$ cat src/rtl/yildiz_io_intc_pkg.sv
// yildiz_io_intc_pkg: shared FSM encoding and width constants for the I/O interrupt controller
package yildiz_io_intc_pkg;
  localparam int ADDR_W = 12;
  localparam int BYTE_W = 8;
  typedef enum logic [1:0] {IDLE = 2'd0, PEND = 2'd1, SERVICE = 2'd2} state_t;
endpackage

$ cat src/rtl/yildiz_io_intc.sv
// yildiz_io_intc: INPR/OUTPR byte ports with FGI/FGO flags, interrupt enable and a vectored
// request FSM (IDLE -> PEND -> SERVICE) that latches the vector on acknowledge.
module yildiz_io_intc
  import yildiz_io_intc_pkg::*;
#(
  parameter logic [ADDR_W-1:0] IN_VEC  = 12'h010,
  parameter logic [ADDR_W-1:0] OUT_VEC = 12'h020
) (
  input  logic              clkn,
  input  logic              rstn,
  input  logic              dev_in_valid,
  input  logic [BYTE_W-1:0] dev_in_data,
  output logic              dev_in_ready,
  output logic              dev_out_valid,
  output logic [BYTE_W-1:0] dev_out_data,
  input  logic              dev_out_ready,
  input  logic              cpu_inp_rd,
  output logic [BYTE_W-1:0] cpu_inpr,
  input  logic              cpu_outp_wr,
  input  logic [BYTE_W-1:0] cpu_outp_data,
  output logic              cpu_fgi,
  output logic              cpu_fgo,
  input  logic              cpu_ien_set,
  input  logic              cpu_ien_clr,
  output logic              cpu_ien,
  output logic              irq,
  output logic [ADDR_W-1:0] irq_vec,
  input  logic              irq_ack,
  output logic              err_ovr
);
  logic              fgi, fgo, ien, outValid, errOvr;
  logic [BYTE_W-1:0] inpr, outpr;
  logic [ADDR_W-1:0] vecLatched, liveVec;
  logic              condReq;
  state_t            state;

  assign condReq = ien & (fgi | fgo);
  assign liveVec = fgi ? IN_VEC : OUT_VEC;

  always_ff @(posedge clkn or posedge rstn) begin
    if (rstn) begin
      fgi        <= 1'b0;
      fgo        <= 1'b1;
      ien        <= 1'b0;
      outValid   <= 1'b0;
      errOvr     <= 1'b0;
      inpr       <= '0;
      outpr      <= '0;
      vecLatched <= '0;
      state      <= IDLE;
    end else begin
      // dev_in_ready is ~fgi, so a device load and a CPU read never collide
      if (dev_in_valid && !fgi) begin
        inpr <= dev_in_data;
        fgi  <= 1'b1;
      end else if (cpu_inp_rd && fgi) begin
        fgi <= 1'b0;
      end
      if (cpu_outp_wr && fgo) begin
        outpr    <= cpu_outp_data;
        fgo      <= 1'b0;
        outValid <= 1'b1;
      end else if (outValid && dev_out_ready) begin
        outValid <= 1'b0;
        fgo      <= 1'b1;
      end
      if ((cpu_inp_rd && !fgi) || (cpu_outp_wr && !fgo)) errOvr <= 1'b1;
      if (cpu_ien_clr || (state == PEND && irq_ack)) ien <= 1'b0;
      else if (cpu_ien_set) ien <= 1'b1;
      case (state)
        IDLE: if (condReq) state <= PEND;
        PEND:
          if (irq_ack) begin
            state      <= SERVICE;
            vecLatched <= liveVec;
          end else if (!condReq) begin
            state <= IDLE;
          end
        SERVICE: if (cpu_ien_set) state <= IDLE;
        default: state <= IDLE;
      endcase
    end
  end

  assign dev_in_ready  = ~fgi;
  assign dev_out_valid = outValid;
  assign dev_out_data  = outpr;
  assign cpu_inpr      = inpr;
  assign cpu_fgi       = fgi;
  assign cpu_fgo       = fgo;
  assign cpu_ien       = ien;
  assign err_ovr       = errOvr;
  assign irq           = state == PEND;
  assign irq_vec       = state == PEND ? liveVec : state == SERVICE ? vecLatched : '0;
endmodule

$ cat config.mk
export PLATFORM = sky130hd
export DESIGN_NAME = yildiz_io_intc
export DESIGN_NICKNAME = d
export VERILOG_FILES = /design/src/rtl/yildiz_io_intc_pkg.sv /design/src/rtl/yildiz_io_intc.sv
export SDC_FILE = /design/constraint.sdc
export NUM_CORES = 1
export LEC_CHECK = 0
export CORE_UTILIZATION = 25
export CTS_BUF_LIST = sky130_fd_sc_hd__clkbuf_16
export DETAILED_ROUTE_END_ITERATION = 8
export GPL_ROUTABILITY_DRIVEN = 0
export PLACE_DENSITY = 0.55
export SYNTH_ARGS = -nofsm -noshare
export SYNTH_HDL_FRONTEND = slang
export SYNTH_SLANG_ARGS = --single-unit
$ cat constraint.sdc
create_clock -name clkn -period 2.26 [get_ports clkn]
set_clock_uncertainty 0.2 [all_clocks]
set_input_delay 0.226 -clock clkn [delete_from_list [all_inputs] [get_ports clkn]]
set_output_delay 0.226 -clock clkn [all_outputs]
set_load 0.02 [all_outputs]
---- Word level (Yosys, flattened, before mapping) ----
Cells that the tools add are included.
cells by class
  equality and inequality tests ........... 5
  div/mod/pow operators ................... 0
  shift-type cells ........................ 0
  order comparisons ....................... 0
  bitwise operators ....................... 3
  muxes and demuxes ....................... 16
  add/subtract/negate cells ............... 0
  $mul .................................... 0
  reductions and logical operators ........ 17
operators with widths
  kind                                                              count
  12-bit 2-to-1 mux                                                 2
  1-bit 2-to-1 mux                                                  8
  2-bit 2-to-1 mux                                                  4
  1-bit logical AND                                                 7
  6-bit 2-to-1 mux                                                  1
  2-bit case mux with 3 select lines                                1
  2-bit nonzero test                                                3
  2-bit != test (second input constant)                             2
  3-bit != test (second input constant)                             1
  3-bit AND reduction                                               1
  2-bit by 1-bit == test with 1-bit output (second input constant)  1
  2-bit == test (second input constant)                             1
  1-bit logical NOT                                                 2
  2-bit logical NOT                                                 1
  1-bit logical OR                                                  2
  2-bit AND reduction                                               1
  1-bit AND                                                         1
  1-bit inverter                                                    1
  1-bit OR                                                          1
word-level totals
  bits in writable memories ............... 0
  bits of input ports ..................... 25
  latch bits .............................. 0
  flip-flop bits (word level) ............. 35
  output and inout bits ................... 35
  memory bits (read-only) ................. 0
  memories ................................ 0

---- Depth between registers and ports, before layout ----
  word-level depth ........................ 5
  mapped depth ............................ 3
  depth with buffers taken out ............ 2

---- Worst setup path before layout ----
Ideal clock, no wire load.
  path kind ............................... register to output
  start point ............................. register fgi (netlist: cpu_fgi)
  end point ............................... output port irq_vec[5]
  arrival time ............................ 1012 ps
  stages on the path, launching flop included .. 3
  data required time ...................... 1834 ps
  buffers on the path ..................... 0
  path slack .............................. 822 ps
  cells stage by stage .................... dfrtp_1 > inv_1 > a22o_1
between the ends
  word-level cells in the longest chain between the ends .. 2
RTL lines
  item                    line                  source
  from (decl)             yildiz_io_intc.sv:31  logic fgi, fgo, ien, outValid, errOvr;
  from (signal assigned)  yildiz_io_intc.sv:42  fgi <= 1'b0;
  from (signal assigned)  yildiz_io_intc.sv:55  fgi <= 1'b1;
  from (signal assigned)  yildiz_io_intc.sv:57  fgi <= 1'b0;
  6-bit 2-to-1 mux        yildiz_io_intc.sv:38  assign liveVec = fgi ? IN_VEC : OUT_VEC;
  12-bit 2-to-1 mux       yildiz_io_intc.sv:94  assign irq_vec = state == PEND ? liveVec : state == SERVICE ? vecLatched : '0;
  to (decl)               yildiz_io_intc.sv:27  output logic [ADDR_W-1:0] irq_vec,
Every way passes these cells.

---- Final worst setup path ----
  start point ............................. register state[0]
  end point ............................... output port irq_vec[5]
between the ends
  word-level cells in the longest chain between the ends .. 3
  elaborated cells on any way between the ends .. 4
  classes of those cells .................. eq/ne: 2; mux: 2
RTL lines
  item                    line                  source
  from (decl)             yildiz_io_intc.sv:35  state_t state;
  from (signal assigned)  yildiz_io_intc.sv:50  state <= IDLE;
  from (signal assigned)  yildiz_io_intc.sv:71  IDLE: if (condReq) state <= PEND;
  from (signal assigned)  yildiz_io_intc.sv:74  state <= SERVICE;
  2-bit == test           yildiz_io_intc.sv:94
  12-bit 2-to-1 mux       yildiz_io_intc.sv:94
  12-bit 2-to-1 mux (*)   yildiz_io_intc.sv:94
Mark *: on every way between the ends. The rest lies on a longest branch, timed or not.

==> out/qor.csv <==
stage;metric;value;unit
synthesis;ys_top_cells_by_area;sky130_fd_sc_hd__dfrtp_1, sky130_fd_sc_hd__mux2_4, sky130_fd_sc_hd__mux2_2;
placement;dp_hpwl;1.71;mm
timing;timing_hold_violations_final;0;
pwr;power;1.74;mW
synthesis;ys.warnings.count;0;
floorplanning;core;4120;um^2
global_route;wire_length_of_the_first_global_routing_pass;3.44;mm
global_route;vias_in_the_first_global_route;708;
detailed_routing;wire_per_inst;12.8;um
synthesis;postSynthRegisterBits;25;
setup_path;worst_setup_path_startpoint;state[0];
synthesis;synth_edf_count;0;
synthesis;most_instantiated_flip_flop_cell_in_the_synthesis_netlist;sky130_fd_sc_hd__dfrtp_1;
timing;fin_setup_tns;0;ps
floorplanning;die_area;4700;um^2
pwr;power_per_cell_area;1020;nW/um^2
layout;num-fill-cells;385;
setup_path;category_of_the_worst_setup_path_capture_point;output port;
timing;final.period_utilization;91.9;%
detailed_routing;drtAntennaViolNets;0;
layout;postLayoutCoreUtil;41.3;%
detailed_routing;detail_route.vias_per_cell;4.16;
global_route;grt_start_max_net_pins;26;
setup_path;timing.rr.end;cpu_inpr[0];
setup_path;critPathKind;reg -> out;
detailed_routing;dr.pass1.iters;3;
cts;cts-buffers-inserted;3;
cts;post_cts_resize_count;0;
cts;clock_insertion_delay_worst_skew;250;ps
cts;cts-root-buf;sky130_fd_sc_hd__clkbuf_16;
layout;drive_above_1_share;20.8;%
setup_path;cp-start-kind;flip-flop;
pwr;peakVddDrop;409;uV
cts;post-cts-setup-buffers;0;
pwr;total_leakage_power;0.746;nW
timing;final-setup-viol-count;0;
layout;number_of_antenna_cells_inserted;0;
setup_path;arrival;1650;ps
cts;cts_max_level;1;
cts;hold_buffers;0;
setup_path;r2r_setup_slack;870;ps
timing;rsz0062_at_grt;no;
global_route;groute.usage.overall;10.1;%
layout;layout.nets;156;
cts;clock_path_buffers;2;
detailed_routing;detail_route.drc_violations;0;
setup_path;crit-reg2reg-launch;cpu_fgi;
pwr;clockPowerShare;22.2;%
synthesis;async_flop_share;100;%
synthesis;synth.largest_area_cell;sky130_fd_sc_hd__dfrtp_1;
synthesis;synth_top_area_share;54.2;%
cts;clkTransAtPathRegs;60;ps
floorplanning;die-width;68.6;um
floorplanning;floorplan.rows;23;
pwr;power_switching;530;uW
detailed_routing;drt_first_iter_violations;18;
cts;tritoncts;done;
setup_path;worstRegToRegCells;3;
synthesis;synthCells;77;
layout;area_growth_syn_to_layout;53.7;%
synthesis;synth-seq-area-share;56.6;%
floorplanning;pin_count;60;
timing;final-max-slew-violation-count;0;
outcome;run_status;finished, final reports clean;
run;count_of_maximum_capacitance_violations;0;
timing;fmax;0.481;GHz
synthesis;synth_cell_types;21;
detailed_routing;vias;749;
pwr;internal_power;1.21;mW
global_route;grt_antenna_before_repair;0;
global_route;globalRoute.totalOverflow;0;
pwr;switching_share;30.5;%
synthesis;synth.cell_area;1110;um^2
pwr;relative_contribution_of_combinational_cells_to_total_power;39.6;%
timing;fin_crit;2080;ps
synthesis;postSynthAreaPerCell;14.4;um^2
placement;place_ws;442;ps
floorplanning;initial_core_util;26.9;%
min_path;hold_path.class;in -> async;
timing;layout_setup_ws;182;ps
setup_path;cp_max_fanout;5;
cts;cts_num_sinks;25;
pwr;power_frac_seq;38.3;%
synthesis;synth.most_common_cell;sky130_fd_sc_hd__dfrtp_1;
detailed_routing;routed_wirelength;2.31;mm
synthesis;synth_commonest_cells;sky130_fd_sc_hd__dfrtp_1, sky130_fd_sc_hd__buf_4, sky130_fd_sc_hd__mux2_2;
floorplanning;dieHeight;68.6;um
placement;place.port_buffers;49;
setup_path;required;1830;ps
[kinds of logic (layout without fill, tap and decap cells)]
kind of cell,count (synthesis),count (layout),synth area share (%)
flip-flops,25,25,56.6
multiplexers,18,18,21.0
buffers and inverters,15,59,9.15
AO/OA/AOI/OAI,9,9,5.99
AND/OR/NAND/NOR,9,9,6.89
other,1,10,0.339
[power groups by stage]
stage	Combinational (mW)	Sequential, mW	Clock (mW)
finish	0.687	0.665	0.385
global route	0.730	0.687	0.415
CTS	0.697	0.669	0.395
detailed placement	0.693	0.673	0
global placement	0.689	0.672	0
floorplan	0.233	0.808	0
[cells in the final DEF (no fill, tap or decap)]
master / instances
sky130_fd_sc_hd__clkdlybuf4s50_1: 49
sky130_fd_sc_hd__dfrtp_1: 24
sky130_fd_sc_hd__mux2_2: 10
sky130_fd_sc_hd__conb_1: 10
sky130_fd_sc_hd__mux2_4: 8
sky130_fd_sc_hd__inv_1: 5
sky130_fd_sc_hd__o21ai_0: 3
sky130_fd_sc_hd__clkbuf_16: 3
sky130_fd_sc_hd__nor2b_1: 2
sky130_fd_sc_hd__a22o_1: 2
sky130_fd_sc_hd__nand2b_1: 2
sky130_fd_sc_hd__buf_4: 2
sky130_fd_sc_hd__nand2_2: 1
sky130_fd_sc_hd__nand3b_4: 1
sky130_fd_sc_hd__nor2b_4: 1
sky130_fd_sc_hd__a221o_1: 1
sky130_fd_sc_hd__nor2_1: 1
sky130_fd_sc_hd__a211oi_1: 1
sky130_fd_sc_hd__nand3b_1: 1
sky130_fd_sc_hd__o21bai_1: 1
sky130_fd_sc_hd__a221oi_1: 1
sky130_fd_sc_hd__dfstp_2: 1
[stage by stage]
stage / instances / hold slack, ps / area [um^2]
final: 180 / 130 / 1700
after global placement: 176 / 282 / 1620
after floorplan: 86 / 52.6 / 1140
after global routing: 180 / 162 / 1700
after CTS: 180 / 150 / 1700
after detailed placement: 176 / 282 / 1620
[worst max path at each step]
| stage | end | slack, ps | cells after the start |
|---|---|---|---|
| after floorplan | irq_vec[5] | 820 | 2 |
| after CTS | irq_vec[5] | 170 | 3 |
| final | irq_vec[5] | 180 | 3 |
| after detailed placement | irq_vec[5] | 440 | 3 |
| after global placement | irq_vec[5] | 480 | 3 |
| after global routing | irq_vec[4] | 110 | 3 |
[registers in the layout (all words and copies together), names as in the netlist]
register and count:
cpu_fgi 1, cpu_fgo 1, cpu_ien 1, cpu_inpr 8
dev_out_data 8, dev_out_valid 1, err_ovr 1, state 2
vecLatched 2
[routing by layer]
layer / global-route usage [%] / up-vias / share of wire, %
met3: 2.30 / 4 / 6.7
li1: - / 351 / -
met5: 0 / - / 0
met4: 4.69 / 0 / 1.7
met1: 13.9 / 359 / 44
met2: 15.0 / 35 / 47
[final cells by class]
class | instances | area, um^2 | area share [%]
Clock buffer | 3 | 75.1 | 4.41
Sequential cell | 25 | 627 | 36.8
Tap cell | 50 | 62.6 | 3.68
Clock inverter | 1 | 3.75 | 0.221
Multi-Input combinational cell | 46 | 413 | 24.3
Inverter | 4 | 15.0 | 0.882
Timing Repair Buffer | 51 | 505 | 29.7
[critical path: stages, from the launching register on]
cell and delay (ps):
sky130_fd_sc_hd__dfrtp_1 440, sky130_fd_sc_hd__nor2b_4 220, sky130_fd_sc_hd__a22o_1 140, sky130_fd_sc_hd__clkdlybuf4s50_1 600
(Power assumes the default switching activity.)
